$ cat config.mk
export PLATFORM = sky130hd
export DESIGN_NAME = instr_encoder
export DESIGN_NICKNAME = d
export VERILOG_FILES = /design/src/rtl/instr_encoder.sv
export SDC_FILE = /design/constraint.sdc
export NUM_CORES = 1
export LEC_CHECK = 0
export BUFFER_PORTS_ARGS = -buffer_cell sky130_fd_sc_hd__buf_2
export CAP_MARGIN = 5
export CELL_PAD_IN_SITES_DETAIL_PLACEMENT = 0
export CELL_PAD_IN_SITES_GLOBAL_PLACEMENT = 1
export CORE_ASPECT_RATIO = 0.9
export CORE_MARGIN = 10
export CORE_UTILIZATION = 30
export CTS_BUF_LIST = sky130_fd_sc_hd__clkbuf_4
export DETAILED_ROUTE_END_ITERATION = 6
export PLACE_DENSITY = 0.56
export SETUP_SLACK_MARGIN = 0.02
export SKIP_CTS_REPAIR_TIMING = 1
export SLEW_MARGIN = 20
export SYNTH_ARGS = -nofsm -noshare
export SYNTH_HDL_FRONTEND = slang
export SYNTH_SLANG_ARGS = --single-unit
$ cat constraint.sdc
create_clock -name clk -period 5.5 [get_ports clk]
set_input_delay 0.825 -clock clk [delete_from_list [all_inputs] [get_ports clk]]
set_output_delay 0.825 -clock clk [all_outputs]
set_load 0.05 [all_outputs]
$ cat src/rtl/instr_encoder.sv
// Packs host command fields into SIMD instruction words, buffers them in a small
// FIFO and writes them sequentially into instruction memory, one program at a time.
module instr_encoder #(
  parameter int ADDR_WIDTH      = 10,
  parameter int OPCODE_WIDTH    = 3,
  parameter int IMEM_ADDR_WIDTH = 8,
  parameter int FIFO_DEPTH      = 4,
  parameter int INS_WIDTH       = OPCODE_WIDTH + 3*ADDR_WIDTH + 1
) (
  input  logic                       clk,
  input  logic                       rst,
  input  logic                       cmd_valid,
  output logic                       cmd_ready,
  input  logic [OPCODE_WIDTH-1:0]    cmd_opcode,
  input  logic [ADDR_WIDTH-1:0]      cmd_a_addr,
  input  logic [ADDR_WIDTH-1:0]      cmd_b_addr,
  input  logic [ADDR_WIDTH-1:0]      cmd_r_addr,
  input  logic                       cmd_shift,
  input  logic                       cmd_last,
  output logic                       ins_we,
  output logic [IMEM_ADDR_WIDTH-1:0] ins_waddr,
  output logic [INS_WIDTH-1:0]       ins_wdata,
  output logic                       prog_done,
  output logic [IMEM_ADDR_WIDTH:0]   prog_len,
  output logic                       err_opcode,
  output logic                       err_overflow,
  output logic                       busy
);

  localparam int PTR_W = $clog2(FIFO_DEPTH);
  localparam int CNT_W = IMEM_ADDR_WIDTH + 1;
  localparam logic [CNT_W-1:0] MAX_WORDS = {1'b1, {IMEM_ADDR_WIDTH{1'b0}}};

  typedef enum logic [1:0] {S_LOAD, S_FLUSH, S_DONE} state_t;

  state_t                     state_q, state_d;
  logic [INS_WIDTH-1:0]       fifo_mem [FIFO_DEPTH];
  logic [PTR_W-1:0]           wr_ptr_q, wr_ptr_d, rd_ptr_q, rd_ptr_d;
  logic [PTR_W:0]             count_q, count_d;
  logic [CNT_W-1:0]           push_cnt_q, push_cnt_d, wr_cnt_q, wr_cnt_d;
  logic                       ins_we_q, ins_we_d;
  logic [IMEM_ADDR_WIDTH-1:0] ins_waddr_q, ins_waddr_d;
  logic [INS_WIDTH-1:0]       ins_wdata_q, ins_wdata_d;
  logic [CNT_W-1:0]           prog_len_q, prog_len_d;
  logic                       err_opcode_q, err_opcode_d, err_overflow_q, err_overflow_d;

  logic                 fifo_full, fifo_empty, hs, legal, room, push, pop;
  logic [INS_WIDTH-1:0] cmd_word;

  always_comb begin
    fifo_full  = (count_q == (PTR_W+1)'(FIFO_DEPTH));
    fifo_empty = (count_q == '0);
    // cmd_ready comes from registered state only; rst just masks it while held.
    cmd_ready  = (state_q == S_LOAD) && !fifo_full && !rst;
    hs         = cmd_valid && cmd_ready;
    legal      = (cmd_opcode <= OPCODE_WIDTH'(4));
    room       = (push_cnt_q != MAX_WORDS);
    push       = hs && legal && room;
    pop        = !fifo_empty;
    cmd_word   = {cmd_opcode, cmd_a_addr, cmd_b_addr, cmd_r_addr, cmd_shift};

    state_d        = state_q;
    wr_ptr_d       = push ? wr_ptr_q + 1'b1 : wr_ptr_q;
    rd_ptr_d       = pop  ? rd_ptr_q + 1'b1 : rd_ptr_q;
    count_d        = count_q + (PTR_W+1)'(push) - (PTR_W+1)'(pop);
    push_cnt_d     = push ? push_cnt_q + 1'b1 : push_cnt_q;
    wr_cnt_d       = wr_cnt_q;
    ins_we_d       = pop;
    ins_waddr_d    = ins_waddr_q;
    ins_wdata_d    = ins_wdata_q;
    prog_len_d     = prog_len_q;
    err_opcode_d   = err_opcode_q   || (hs && !legal);
    err_overflow_d = err_overflow_q || (hs && legal && !room);

    if (pop) begin
      ins_waddr_d = wr_cnt_q[IMEM_ADDR_WIDTH-1:0];
      ins_wdata_d = fifo_mem[rd_ptr_q];
      wr_cnt_d    = wr_cnt_q + 1'b1;
    end

    unique case (state_q)
      S_LOAD:  if (hs && cmd_last) state_d = S_FLUSH;
      // An empty FIFO here means the final word (if any) is on the write port now.
      S_FLUSH: if (fifo_empty) begin
        state_d    = S_DONE;
        prog_len_d = wr_cnt_q;
      end
      S_DONE: begin
        state_d     = S_LOAD;
        wr_cnt_d    = '0;
        push_cnt_d  = '0;
        ins_waddr_d = '0;
      end
      default: state_d = S_LOAD;
    endcase
  end

  always_ff @(posedge clk) begin
    if (rst) begin
      state_q        <= S_LOAD;
      wr_ptr_q       <= '0;
      rd_ptr_q       <= '0;
      count_q        <= '0;
      push_cnt_q     <= '0;
      wr_cnt_q       <= '0;
      ins_we_q       <= 1'b0;
      ins_waddr_q    <= '0;
      ins_wdata_q    <= '0;
      prog_len_q     <= '0;
      err_opcode_q   <= 1'b0;
      err_overflow_q <= 1'b0;
    end else begin
      state_q        <= state_d;
      wr_ptr_q       <= wr_ptr_d;
      rd_ptr_q       <= rd_ptr_d;
      count_q        <= count_d;
      push_cnt_q     <= push_cnt_d;
      wr_cnt_q       <= wr_cnt_d;
      ins_we_q       <= ins_we_d;
      ins_waddr_q    <= ins_waddr_d;
      ins_wdata_q    <= ins_wdata_d;
      prog_len_q     <= prog_len_d;
      err_opcode_q   <= err_opcode_d;
      err_overflow_q <= err_overflow_d;
    end
  end

  // Storage needs no reset: the pointers alone define which entries are live.
  always_ff @(posedge clk) begin
    if (push) fifo_mem[wr_ptr_q] <= cmd_word;
  end

  assign ins_we       = ins_we_q;
  assign ins_waddr    = ins_waddr_q;
  assign ins_wdata    = ins_wdata_q;
  assign prog_done    = (state_q == S_DONE);
  assign prog_len     = prog_len_q;
  assign err_opcode   = err_opcode_q;
  assign err_overflow = err_overflow_q;
  assign busy         = (state_q != S_LOAD);

endmodule

# Word-level counts from Yosys, hierarchy flattened
# Memory sizes are Yosys's and may differ from the RTL's. A register that Yosys moved wholly into a read port is not among the register bits.
# Index checks and enable logic that the tools add are counted.
dict set report word_totals {
  input_bits 38
  ramBits 136
  mem_count 1
  wordCells 52
  output_inout_bits 57
  register_bits 47
}
dict set report classes {
  n_reduce_logical 22
  eq_ne 6
  magnitude_cmp 1
  mux 5
  n_addsub 6
}
# name words word_bits read_ports rd_ports_with_merged_regs wr line_no
set mem_list {}
lappend mem_list {fifo_mem 4 34 1 1 1 37} ;# logic [INS_WIDTH-1:0] fifo_mem [FIFO_DEPTH];
# op n
set op_table {}
lappend op_table {{9-bit by 1-bit adder with 9-bit output, second input constant} 2}
lappend op_table {{9-bit != test, second input constant} 1}
lappend op_table {{1-bit logical AND} 8}
lappend op_table {{1-bit logical NOT} 6}
lappend op_table {{2-bit by 1-bit adder with 2-bit output, second input constant} 2}
lappend op_table {{2-bit two-way mux} 2}
lappend op_table {{2-bit case mux with 2 select lines} 1}
lappend op_table {{2-bit AND reduction} 2}
lappend op_table {{3-bit by 1-bit adder with 3-bit output} 1}
lappend op_table {{3-bit == test, second input constant} 1}
lappend op_table {{3-bit less-or-equal comparator, second input constant} 1}
lappend op_table {{3-bit logical NOT} 1}
lappend op_table {{3-bit by 1-bit subtractor with 3-bit output} 1}
lappend op_table {{2-bit by 1-bit == test with 1-bit output, second input constant} 1}
lappend op_table {{2-bit == test, second input constant} 1}
lappend op_table {{2-bit logical NOT} 1}
lappend op_table {{1-bit logical OR} 2}
lappend op_table {{1-bit two-way mux} 2}
lappend op_table {{2-bit by 1-bit != test with 1-bit output, second input constant} 1}
lappend op_table {{2-bit != test, second input constant} 1}
lappend op_table {{2-bit nonzero test} 1}
lappend op_table {{2-bit OR reduction} 1}

# Depth between registers and ports, before layout
# Gate-level depths: netlist of the first run.
dict set report logic_depth {
  depth_word 9
  ltp_mapped 14
}

# Least setup slack after synthesis of the first run
# Ideal clock, no wire load.
dict set report synth_timing {
  path_kind {input to output}
  startpoint {input rst}
  endpoint {output cmd_ready}
  slack_ps 2484
  arrival_ps 2191
  t_required_ps 4675
  stages 2
  path_cell_list {clkbuf_1 -> nor3b_1}
}
dict set report synth_between {
  elab_chain_cells 2
}
# item line_no
set synth_rtl {}
lappend synth_rtl {{from (decl)} 11} ;# input logic rst,
lappend synth_rtl {{1-bit logical NOT} 54} ;# cmd_ready = (state_q == S_LOAD) && !fifo_full && !rst;
lappend synth_rtl {{1-bit logical AND} 54}
lappend synth_rtl {{to (decl)} 13} ;# output logic cmd_ready,
# No other way between the ends.

# Worst setup path after layout of the first run
dict set report layout_timing {
  startpoint {input cmd_opcode[1]}
  endpoint {register count_q[2]}
}
dict set report layout_between {
  elab_chain_cells 5
}
# item line_no
set layout_rtl {}
lappend layout_rtl {{from (decl)} 14} ;# input logic [OPCODE_WIDTH-1:0] cmd_opcode,
lappend layout_rtl {{3-bit less-or-equal comparator} 56} ;# legal = (cmd_opcode <= OPCODE_WIDTH'(4));
lappend layout_rtl {{1-bit logical AND (2 in a row)} 58} ;# push = hs && legal && room;
lappend layout_rtl {{3-bit by 1-bit adder with 3-bit output} 65} ;# count_d = count_q + (PTR_W+1)'(push) - (PTR_W+1)'(pop);
lappend layout_rtl {{3-bit by 1-bit subtractor with 3-bit output} 65}
lappend layout_rtl {{to (signal assigned)} 116} ;# count_q <= count_d;
lappend layout_rtl {{to (decl)} 39} ;# logic [PTR_W:0] count_q, count_d;
# No other way between the ends.
# A chain may end at the register's enable or synchronous reset.

==> results by group, run 1 <==
Outcome
  • Status: complete, no violations

STA
  • Final setup vio count: 0
  • Final Hold Fails: 0
  • Setup ws final: between 2 and 2.5 ns
  • Final worst path period share: 59.8%
  • RSZ-0062 raised after global routing: false
  • Least-Margin Pin Slew: 1.02 ns
  • Fmax: ~0.30 GHz
  • Rel. slew slack: around a third
  • Final Slew Violations: 0
  • Final Skew: 0.0449 ns
  • Final worst path period need: about 3.3 ns
  • TNS Setup: 0 ns

Floorplan
  • Io pins: 95
  • Initial Util: 30.7%
  • Die height: between 150 and 200 um
  • Row cnt: 56
  • Core area: approximately 26,000 um^2
  • Die area: about 34,000 um^2
  • Die X: 193 um

Critical path
  • Crit. End Element: flip-flop
  • CP startpoint kind: input pin
  • Crit-path max cell delay: between 0.7 and 0.8 ns
  • Worst R2R Setup Slack: 2.61 ns
  • Worst Setup SP: cmd_opcode[1]
  • Worst-path fanout max: 6
  • CP arrival: 3.80 ns
  • Crit path to: count_q[2]
  • R2R depth: 12
  • Crit path kind: in -> reg
  • CP cell instances: buf_2 > o21ai_0 > nand3_1 > nor2_1 > inv_1 > ha_1 > inv_1 > ha_1 > inv_1 > fa_1 > xor2_1 > xnor2_1 > nor2_1
  • Slowest CP cell: o21ai_0
  • Crit Reg-Reg Startpoint: state_q[1]
  • Worst R2R End: count_q[2]
  • Cell mode on critical path: inv_1
  • Worst Path Required: 6.01 ns

Min path
  • Hold crit path type: in -> reg

Layout
  • Most common cell after layout, fill and taps aside: edfxtp_1
  • Area added between synthesis and finish: 18.7%
  • Utilization after layout: 36.4%
  • Share of layout cells above drive strength 1: a little under a third
  • Most frequent cells in the layout: 136 x edfxtp_1, 108 x nand2_1, 94 x buf_2, 82 x clkbuf_4, 79 x dfxtp_1
  • Total Nets Final: 731

Place
  • Gpl congestion: 0.775
  • Port-buffer cells: 94
  • Post-place setup slack: 1.66 ns
  • Hpwl dp: 11,200 um

Route
  • DRT Pass-1 Iters: 4
  • DRT Wirelength: approximately 18,000 um
  • Drt via density: 4.55
  • Avg WL per Cell: 17.2 um
  • Number of remaining DRC errors: 0
  • First DRT Iteration DRCs: 283
  • Total number of vias: between 4k and 5k
  • Number of routed nets with antenna violations: 0

Synth
  • Number of synthesis warnings: 0
  • EDFF count, synth: roughly 140
  • FFs w/ async S/R, synth: 0%
  • Mapped cell area: 8060 um^2
  • Syn Area/Cell: 14.4 um^2
  • Cell count after synthesis: ~560
  • Post-synthesis register bit count: 217
  • Register area share after synthesis: a little over two thirds
  • Ys flop type: edfxtp_1
  • Synthesized net count: 606
  • Distinct cells, synth: 38

Clock tree
  • Worst skew pair latency: 0.68 ns
  • Root buffer cell: clkbuf_4
  • Total clock sinks: 217
  • Clock Tree Buf Depth: 3
  • TritonCTS clock tree: yes
  • Clock slew at reported path FFs: around 0.070 ns
  • H-tree depth: 2
  • CTS Buf Count: 55

Global route
  • Vias in the first global route: 5,227
  • First-pass GRT wire length: 29,300 um
  • Gr usage total: between 10% and 20%
  • Largest net degree at the start of global routing: 58
  • Initial antenna violation count: 1
  • Total grt overflow: 0

Power
  • Worst vdd ir: between 200 and 300 uV
  • Leakage: 3.49 nW
  • Power density over the cells: 503 nW/um^2

Flow run
  • Max Cap Viol: 0
==> where the power goes <==
group          total, mW  switching (mW)  internal [mW]
Clock               1.32           0.639          0.684
Combinational       1.41           0.952          0.454
Sequential          2.08           0.178           1.91
Total               4.81            1.77           3.04
==> sequential cells by signal, summed over array words and instances, names as in the netlist <==
register / cells
err_overflow: 1
err_opcode: 1
wr_cnt_q: 9
fifo_mem: 136
state_q: 2
ins_we: 1
ins_wdata: 34
ins_waddr: 8
wr_ptr_q: 2
rd_ptr_q: 2
push_cnt_q: 9
prog_len: 9
count_q: 3
==> logic make-up after synthesis <==
| logic type | count (synthesis) | share of synthesized area [%] |
|---|---|---|
| compound gates | 66 | 4.39 |
| xor+xnor | 10 | 1.09 |
| simple gates | 178 | 9.96 |
| buf+inv | 39 | 2.14 |
| flops | 217 | 70.8 |
| fa+ha+maj | 10 | 1.65 |
| mux | 38 | 10.0 |
==> layer usage <==
layer  global-route usage [%]  part of all wire [%]  vias to the layer above
met3                     3.31                   6.4                       32
met2                     16.7                    45                      136
met1                     14.2                    46                     2380
met4                     4.33                   1.9                        0
met5                        0                     0                        -
li1                         -                     -                     2345
==> cells in the mapped netlist (4+ instances only) <==
master	instances	area (um^2)
edfxtp_1	136	4080
buf_2	6	30.0
nand2_1	108	405
xor2_1	9	78.8
a21oi_1	55	275
mux4_2	34	766
and3_1	8	50.1
inv_1	9	33.8
clkbuf_1	17	63.8
ha_1	9	113
mux2i_1	4	40.0
nand3_1	16	80.1
nand4_1	9	56.3
dfxtp_1	81	1620
nor2_1	18	67.6
==> worst min-delay path by stage <==
stage / startpoint / end / slack (ns) / cells after the start
2_1_floorplan: push_cnt_q[6] / push_cnt_q[6] / 0.45 / 1
3_3_place_gp: ins_wdata[9] / ins_wdata[9] / 0.44 / 2
3_5_place_dp: ins_wdata[32] / ins_wdata[32] / 0.44 / 2
4_1_cts: cmd_b_addr[4] / fifo_mem[0][15] / 0.30 / 1
5_1_grt: cmd_b_addr[4] / fifo_mem[0][15] / 0.31 / 1
6_report: cmd_r_addr[7] / fifo_mem[2][8] / 0.36 / 1
==> stage by stage <==
| step | instances | hold slack (ns) | instance area, um^2 | total power, mW |
|---|---|---|---|---|
| 2_1_floorplan | 558 | 0.452 | 8060 | 3.17 |
| 3_3_place_gp | 974 | 0.438 | 8870 | 3.55 |
| 3_5_place_dp | 974 | 0.443 | 8870 | 3.56 |
| 4_1_cts | 1075 | 0.297 | 9570 | 4.91 |
| 5_1_grt | 1076 | 0.309 | 9570 | 5.12 |
| 6_report | 1076 | 0.364 | 9570 | 4.81 |
==> critical path: cells and delay by family <==
family	cells	cell delay [ns]
adder cells (fa/ha/maj)	3	0.78
AO/OA/AOI/OAI	1	0.75
AND/OR/NAND/NOR	3	0.80
buffers and inverters	4	0.29
XOR/XNOR	2	0.32
==> layout make-up <==
| cell class | instances | area [um^2] |
|---|---|---|
| Inverter | 10 | 37.5 |
| Antenna cell | 1 | 2.50 |
| Fill cell | 2616 | 16700 |
| Timing Repair Buffer | 97 | 493 |
| Multi-Input combinational cell | 302 | 2190 |
| Clock buffer | 82 | 616 |
| Sequential cell | 217 | 5710 |
| Tap cell | 348 | 435 |
| Clock inverter | 19 | 81.3 |
(Power assumes the default switching activity.)
==> inputs of run 2 (changes only) <==
--- a/config.mk
+++ b/config.mk
@@ -5,6 +5,7 @@
 export SDC_FILE = /design/constraint.sdc
 export NUM_CORES = 1
 export LEC_CHECK = 0
+export ABC_AREA = 1
 export BUFFER_PORTS_ARGS = -buffer_cell sky130_fd_sc_hd__buf_2
 export CAP_MARGIN = 5
 export CELL_PAD_IN_SITES_DETAIL_PLACEMENT = 0
@@ -14,7 +15,7 @@
 export CORE_UTILIZATION = 30
 export CTS_BUF_LIST = sky130_fd_sc_hd__clkbuf_4
 export DETAILED_ROUTE_END_ITERATION = 6
-export PLACE_DENSITY = 0.56
+export PLACE_DENSITY = 0.57
 export SETUP_SLACK_MARGIN = 0.02
 export SKIP_CTS_REPAIR_TIMING = 1
 export SLEW_MARGIN = 20
==> constraint.sdc (replaced) <==
create_clock -name clk -period 3.24 [get_ports clk]
set_input_delay 0.486 -clock clk [delete_from_list [all_inputs] [get_ports clk]]
set_output_delay 0.486 -clock clk [all_outputs]
set_load 0.05 [all_outputs]
==> run 2 against run 1 <==
Via count is 22% higher. Global-route usage grew 1.0 points. Cell count is 24% higher. Final area is 8.9% higher. Clock skew down 0.0051 ns. Wire length increased by 17%. Non-clock buffer count up 42. Utilization increased by 0.98 points. Combinational power up 130%. Highest routed layer is now met5. Clock power rose by 82%.
==> results by group, run 2 <==
Layout
  • Share of layout cells above drive strength 1: 23.7%
  • Most frequent cells in the layout: 136 x edfxtp_1, 114 x nor2_1, 107 x o21ai_0, 94 x buf_2, 90 x clkbuf_4
  • Most common cell after layout, fill and taps aside: edfxtp_1
  • FILL cells: 2,863
  • Max FFs per register: between 100 and 150
  • Utilization after layout: 37.4%
  • Area added between synthesis and finish: 23.5%
  • Final Instance Area: 10,400 um^2
  • Reg with most FFs: fifo_mem
  • FF/Latch Area: 5710 um^2
  • Area of the multi-input gates: 2300 um^2
  • Total Nets Final: roughly 980

Synth
  • Mapped cell area: 8440 um^2
  • Register area share after synthesis: 67.6%
  • Ys flop type: edfxtp_1
  • Distinct cells, synth: 31
  • Top-count cell post-synth: edfxtp_1
  • EDFF count, synth: roughly 140
  • FFs w/ async S/R, synth: 0%
  • Synthesized net count: around 820
  • Number of synthesis warnings: 0
  • Post-synthesis register bit count: 217
  • Synth area leaders: edfxtp_1 48%, dfxtp_1 19%, o21ai_0 6.3%
  • Post-synth top area share: around half
  • Syn Area/Cell: 11.0 um^2
  • Synth top cells by count: 136 x edfxtp_1, 118 x nor2_1, 107 x o21ai_0
  • Area leader, netlist: edfxtp_1
  • Cell count after synthesis: 768

Critical path
  • Worst Setup SP: cmd_opcode[0]
  • CP startpoint kind: input pin
  • Worst Path Required: 3.79 ns
  • Crit Reg-Reg Startpoint: push_cnt_q[0]
  • Cell mode on critical path: inv_1
  • Crit. End Element: flip-flop
  • Buf/Inv on CP: 6
  • CP cell instances: dlygate4sd3_1 > buf_2 > o21ai_0 > buf_4 > inv_1 > nor2_4 > nand2_2 > ha_1 > inv_1 > ha_1 > inv_1 > fa_1 > xor2_1 > o21ai_0 > a21oi_1
  • CP top delay family: buffers and inverters
  • Crit path kind: in -> reg
  • Worst-path fanout max: 5
  • Crit-path max cell delay: between 0.5 and 0.6 ns
  • Slowest CP cell: dlygate4sd3_1
  • CP arrival: roughly 3 ns

Global route
  • Vias in the first global route: 5,858
  • Gr usage total: about an eighth
  • Initial antenna violation count: 2
  • First-pass GRT wire length: 32,900 um
  • Total grt overflow: 0
  • Largest net degree at the start of global routing: 55

STA
  • Final worst path period need: 2.49 ns
  • Setup ws final: 0.751 ns
  • Fmax: 0.402 GHz
  • Least-Margin Pin Slew: 0.693 ns
  • Final Hold Fails: 0
  • RSZ-0062 raised after global routing: false
  • Final Skew: 0.0398 ns
  • Final Slew Violations: 0
  • Final setup vio count: 0
  • Final worst path period share: 76.8%
  • Rel. slew slack: 53.8%

Outcome
  • Status: complete, no violations

Floorplan
  • Die X: 197 um
  • Die height: 179 um
  • Io pins: 95
  • Die area: about 35,000 um^2
  • Row cnt: 58
  • Initial Util: 30.3%
  • Core area: 27,900 um^2

Clock tree
  • Total clock sinks: 217
  • Root buffer cell: clkbuf_4
  • CTS Buf Count: 61
  • Clock slew at reported path FFs: 0.06 ns
  • Clock Tree Buf Depth: 3
  • TritonCTS clock tree: yes
  • Worst skew pair latency: about 0.68 ns
  • H-tree depth: 2

Power
  • Power density over the cells: 879 nW/um^2
  • Leakage: 4.15 nW
  • Worst vdd ir: 362 uV

Place
  • Gpl congestion: 0.728
  • Port-buffer cells: 94
  • Post-place setup slack: approximately 0.62 ns
  • Hpwl dp: 12,700 um
  • Cell Area, Placed: 9390 um^2

Route
  • DRT Wirelength: about 22,000 um
  • Number of remaining DRC errors: 0
  • Total number of vias: ~5.9k
  • Avg WL per Cell: 16.1 um
  • Drt via density: 4.45
  • DRT Pass-1 Iters: 4
  • Number of routed nets with antenna violations: 0
  • First DRT Iteration DRCs: 249

Flow run
  • Max Cap Viol: 0

Min path
  • Hold path start: cmd_a_addr[3]
  • Hold crit path type: in -> reg
run 2: area by class of cell:
| type | instances | share of cell area, % |
|---|---|---|
| flip-flops and latches | 217 | 54.8 |
| multi-input cells | 436 | 22.0 |
| repair buffers | 139 | 8.89 |
| clock buffers | 90 | 6.48 |
| well taps | 360 | 4.32 |
| inverters | 74 | 2.67 |
| clock inverters | 20 | 0.817 |
| diodes | 1 | 0.0240 |
run 2: logic make-up (layout without fill, tap and decap cells):
group / after synthesis / in the layout / synth area share (%)
compound gates: 223 / 223 / 15.0
flops: 217 / 217 / 67.6
simple gates: 198 / 198 / 9.71
buf+inv: 115 / 323 / 5.56
fa+ha+maj: 10 / 10 / 1.57
xor+xnor: 5 / 5 / 0.519
other cells: 0 / 1 / 0
run 2: per-stage QoR:
step	power, mW	cells	hold WS (ns)	setup TNS (ns)
final	9.16	1337	0.0453	0
after global routing	9.79	1337	0.000668	0
after CTS	9.31	1309	-0.0491	0
after detailed placement	6.84	1199	0.469	0
after global placement	6.85	1199	0.462	0
after floorplan	5.91	768	0.452	-1.90
run 2: layer usage:
metal  routed length (um)  vias up  track usage (%)  part of all wire [%]
met1                10200     2746             15.2                    47
met5                   13        -                0                 0.060
met4                  420        2             4.80                   1.9
met3                 1100       42             3.28                   5.1
met2                 9900      125             19.0                    46
li1                     -     3033                -                     -
run 2: where the power goes:
| group | switching (mW) | internal (mW) | total (mW) |
|---|---|---|---|
| clock | 1.14 | 1.27 | 2.40 |
| combinational | 2.40 | 0.801 | 3.20 |
| sequential | 0.237 | 3.32 | 3.56 |
| total | 3.77 | 5.39 | 9.16 |
run 2: path summary, 6_finish.rpt:
kind / to / slack, ns / cells past startpoint
hold / removal: fifo_mem[2][24] / 0.05 / 1
hold reg to reg: ins_waddr[5] / 0.47 / 2
setup reg to reg: count_q[2] / 0.78 / 14
setup / recovery: count_q[2] / 0.75 / 15
